--- src/rtl/ifetch_unit.sv ---
`default_nettype none
// ============================================================================
// Module   : ifetch_unit
// Purpose  : Instruction-fetch initiator. Drives the instruction memory address,
//            captures the combinational instruction word into a small prefetch
//            FIFO of {pc, instr} pairs and hands entries to decode over a
//            valid/ready handshake. A redirect flushes the FIFO and reloads PC.
// Options  : IFETCH_PERF_CNT_EN - enables perf_fetched / perf_stall counters;
//            when undefined both ports are tied to zero.
// Revision : 1.0 - initial release
// ============================================================================
module ifetch_unit #(
   parameter logic [31:0] RESET_PC = 32'h0000_0000,
   parameter int          DEPTH    = 4
) (
   input  logic        clk,
   input  logic        reset,
   output logic [31:0] iaddr,
   input  logic [31:0] idata,
   input  logic        redirect,
   input  logic [31:0] redirect_pc,
   output logic        out_valid,
   input  logic        out_ready,
   output logic [31:0] out_instr,
   output logic [31:0] out_pc,
   output logic        misalign,
   output logic [31:0] perf_fetched,
   output logic [31:0] perf_stall
);

   localparam int          AW      = $clog2(DEPTH);
   localparam int          CW      = AW + 1;
   localparam logic [CW-1:0] C_DEPTH = CW'(DEPTH);
   localparam logic [31:0] C_RESET_PC = {RESET_PC[31:2], 2'b00};

   logic [31:0]   r_fetch_pc;
   logic [31:0]   r_pc_mem    [DEPTH];
   logic [31:0]   r_instr_mem [DEPTH];
   logic [AW-1:0] r_wr_ptr;
   logic [AW-1:0] r_rd_ptr;
   logic [CW-1:0] r_count;
   logic          r_misalign;

   logic          w_valid;
   logic          w_pop;
   logic          w_push;
   logic          w_full;

   assign w_valid = (r_count != '0);
   assign w_full  = (r_count == C_DEPTH);
   assign w_pop   = w_valid & out_ready;
   // A full FIFO that pops this cycle frees the slot the push lands in.
   assign w_push  = ~redirect & (~w_full | w_pop);

   assign iaddr     = r_fetch_pc;
   assign out_valid = w_valid;
   // Entries are not reset, so the head is masked while the FIFO is empty.
   assign out_instr = w_valid ? r_instr_mem[r_rd_ptr] : 32'h0;
   assign out_pc    = w_valid ? r_pc_mem[r_rd_ptr]    : 32'h0;
   assign misalign  = r_misalign;

   // Fetch PC, pointers, occupancy and misalign pulse; redirect has priority.
   always_ff @(posedge clk or posedge reset) begin
      if (reset) begin
         r_fetch_pc <= C_RESET_PC;
         r_wr_ptr   <= '0;
         r_rd_ptr   <= '0;
         r_count    <= '0;
         r_misalign <= 1'b0;
      end else if (redirect) begin
         r_fetch_pc <= {redirect_pc[31:2], 2'b00};
         r_wr_ptr   <= '0;
         r_rd_ptr   <= '0;
         r_count    <= '0;
         r_misalign <= |redirect_pc[1:0];
      end else begin
         r_misalign <= 1'b0;
         if (w_push) begin
            r_fetch_pc <= r_fetch_pc + 32'd4;
            r_wr_ptr   <= r_wr_ptr + AW'(1);
         end
         if (w_pop) begin
            r_rd_ptr <= r_rd_ptr + AW'(1);
         end
         r_count <= r_count + CW'(w_push) - CW'(w_pop);
      end
   end

   // FIFO storage; contents are only observable through count-qualified reads.
   always_ff @(posedge clk) begin
      if (w_push) begin
         r_pc_mem[r_wr_ptr]    <= r_fetch_pc;
         r_instr_mem[r_wr_ptr] <= idata;
      end
   end

`ifdef IFETCH_PERF_CNT_EN
   logic [31:0] r_perf_fetched;
   logic [31:0] r_perf_stall;

   // Free-running wrap-around counters; a redirect leaves them untouched.
   always_ff @(posedge clk or posedge reset) begin
      if (reset) begin
         r_perf_fetched <= 32'h0;
         r_perf_stall   <= 32'h0;
      end else begin
         if (w_push) begin
            r_perf_fetched <= r_perf_fetched + 32'd1;
         end
         if (w_full & ~w_pop & ~redirect) begin
            r_perf_stall <= r_perf_stall + 32'd1;
         end
      end
   end

   assign perf_fetched = r_perf_fetched;
   assign perf_stall   = r_perf_stall;
`else
   assign perf_fetched = 32'h0;
   assign perf_stall   = 32'h0;
`endif

endmodule
`default_nettype wire

--- config.mk ---
export PLATFORM = sky130hd
export DESIGN_NAME = ifetch_unit
export DESIGN_NICKNAME = d
export VERILOG_FILES = /design/src/rtl/ifetch_unit.sv
export SDC_FILE = /design/constraint.sdc
export NUM_CORES = 1
export LEC_CHECK = 0
export BUFFER_PORTS_ARGS = -buffer_cell sky130_fd_sc_hd__buf_2
export CAP_MARGIN = 25
export CELL_PAD_IN_SITES_DETAIL_PLACEMENT = 1
export CELL_PAD_IN_SITES_GLOBAL_PLACEMENT = 1
export CORE_MARGIN = 4
export CORE_UTILIZATION = 50
export DETAILED_ROUTE_END_ITERATION = 12
export GPL_TIMING_DRIVEN = 0
export MAX_ROUTING_LAYER = met4
export PLACE_DENSITY_LB_ADDON = 0.1
export SYNTH_ARGS = -nofsm -noshare
export SYNTH_HDL_FRONTEND = slang
export SYNTH_SLANG_ARGS = --single-unit
--- constraint.sdc ---
create_clock -name clk -period 6.4 [get_ports clk]
set_clock_uncertainty 0.15 [all_clocks]
set_input_delay 1.28 -clock clk [delete_from_list [all_inputs] [get_ports clk]]
set_output_delay 1.28 -clock clk [all_outputs]
set_load 0.05 [all_outputs]
==> out/metrics.yaml <==
outcome: "completed"
min_from: "iaddr[31]"
htreeDepth: 1
ioPinCount: 230
start_util_pct: 51.24
relSlewSlack_pct: 39.96
multi_input_area_mm2: 0.003303
routed_wl_um: 29140
hold_viol: 0
core_mm2: 0.02368
hpwl_um: 19480
max_freq_mhz: 237.3
cap_violations: 0
holdPathStages: 0
cts_setup_buffers: 0
cts_buffer_depth: 3
synth-main-ff-cell: "edfxtp_1"
path_max_fanout: 10
synthCells: 715
syn_area_per_cell_um2: 16.97
power.leakage_nw: 5.589
drtAntennaViolNets: 0
port_buffers: 161
stdcell_count: 1325
power_mw: 6.297
grt-ovfl-total: 0
dp.cells: 1266
worst_hold_slack_ns: 0.4333
ys_ff_latch: 286
ys_seq_area_share_pct: 69.20
cts_made_buffers: 30
drc: 0
vdd_drop_max_uv: 229.8
cts_hold_buf: 0
grt_pass1_vias: 8031
grt_max_degree: 54
finalSetupTns_ns: 0
finalCritPeriodShare_pct: 65.84
syn-cell-area_mm2: 0.01214
hp-class: "reg -> reg"
r2r-end: "r_count[2]"
synth_edf_count: 248
async_flop_share_pct: 13.29
vias: 7151
nNetsFinal: 1056
rows: 56
die_height_um: 163.8
tightestPinTransition_ns: 0.8993
hold_path_end: "r_pc_mem[2][31]"
wire_per_inst_um: 21.99
r2r_slack_ns: 3.41
clkTransAtPathRegs_ns: 0.06
clkSinkCount: 286
arrival_ns: 2.78
drt-initial-drc-count: 540
die_area_mm2: 0.02683
final_cell_mix: "edfxtp_1, buf_2, buf_4, conb_1, and2_1"
syn_to_final_growth_pct: 21.20
cp.required_ns: 4.97
ctsResizeCount: 0
fillerInstances: 2292
register_area_mm2: 0.008398
clk_latency_ns: 0.55
pre_cts_slack_ns: 2.466
p_per_area_mw_per_mm2: 428.1
die_w_um: 163.8
setup_violations: 0
dpl-instance-area_mm2: 0.01372
place_congestion: 0.8286
critPathKind: "reg -> out"
worst-r2r-cell-count: 10
finalCriticalPeriod_ns: 4.214
antenna_found_initial: 2
cts_tree: "yes"
reg2reg_from: "r_count[1]"
clockRootBuffer: "clkbuf_16"
viasPerCell: 5.397
drv_slew: 0
final_area_mm2: 0.01471
synth_cell_types: 47
critPathLaunchType: "register"
yosys_warnings: 0
endpoint_kind: "primary output"
grt_pass1_wl_um: 45440
drive_above_1_share_pct: 36.35
grt_setup_unrepaired: "false"
grtUsageTotal_pct: 22.58
post-route-util_pct: 62.10
first_pass_iters: 4
setup_ws_ns: 2.186
final_common_cell: "edfxtp_1"
[critical path, stage by stage, from the launching register on]
cell	delay (ns)
dfrtp_1	0.32
clkbuf_1	0.47
clkbuf_1	0.64
mux4_2	0.41
and2_1	0.19
buf_2	0.21
[cells by family after synthesis]
kind of cell | Yosys count | share of synthesized area (%)
AOI/OAI and AO/OA | 49 | 2.639
xor gates and xnor gates | 13 | 0.9382
adders and majority gates | 8 | 0.8867
buffers and inverters | 114 | 5.815
DFF | 286 | 69.20
muxes | 64 | 11.68
other | 1 | 0.03090
and+or+nand+nor | 180 | 8.805
[layout make-up]
class,count,area share (%)
Timing Repair Buffer,166,6.261
Clock inverter,20,1.242
Clock buffer,36,5.393
Tap cell,319,2.714
Inverter,12,0.3063
Sequential cell,286,57.10
Multi-Input combinational cell,382,22.46
Buffer,102,4.492
Antenna cell,2,0.03403
[cells in the mapped netlist (8+ instances only)]
cell type    n  area, µm²
and2_1      66      412.9
a31oi_1     18      112.6
edfxtp_1   248       7447
inv_1       11      41.29
nand3_1     11      55.05
nor2_1      27      101.4
dfrtp_1     38      950.9
o31ai_1     10      75.07
clkbuf_1    21      78.83
mux4_2      62       1396
xnor2_1      8      70.07
o21ai_0     13      65.06
nand2_1     21      78.83
buf_4       69      518.0
buf_2        9      45.04
nand4_1      9      56.30
or4_1       10      75.07
[routing by layer]
metal  wire length, µm  share of wire [%]  global-route usage (%)  up-vias
met5                 0                  0                       -        -
met4               588                2.0                   4.842        0
met3              1887                6.5                   4.141       51
met2             14790                 51                   38.22      287
met1             11870                 41                   28.99     3637
li1                  -                  -                       -     3176
[worst max-delay path by stage]
stage	from	endpoint	cells after the start
6_report	r_rd_ptr[1]	out_pc[22]	5
5_1_grt	r_rd_ptr[1]	out_pc[22]	5
4_1_cts	r_rd_ptr[1]	out_pc[22]	5
3_5_place_dp	out_ready	r_count[2]	11
3_3_place_gp	redirect	r_instr_mem[0][30]	4
2_1_floorplan	out_ready	r_instr_mem[0][0]	4
[flip-flops by register name, summed over array words and instances, names as in the netlist]
name and cells:
r_instr_mem 128, r_pc_mem 120, iaddr 30, r_count 3, r_rd_ptr 2, r_wr_ptr 2
misalign 1
[power by group]
group	internal (mW)	leakage, nW	switching (mW)	total [mW]
combinational	0.670	2.39	1.56	2.23
clock	1.00	0.477	0.692	1.69
sequential	2.27	2.72	0.111	2.38
Power figures use the tool's default switching activity.
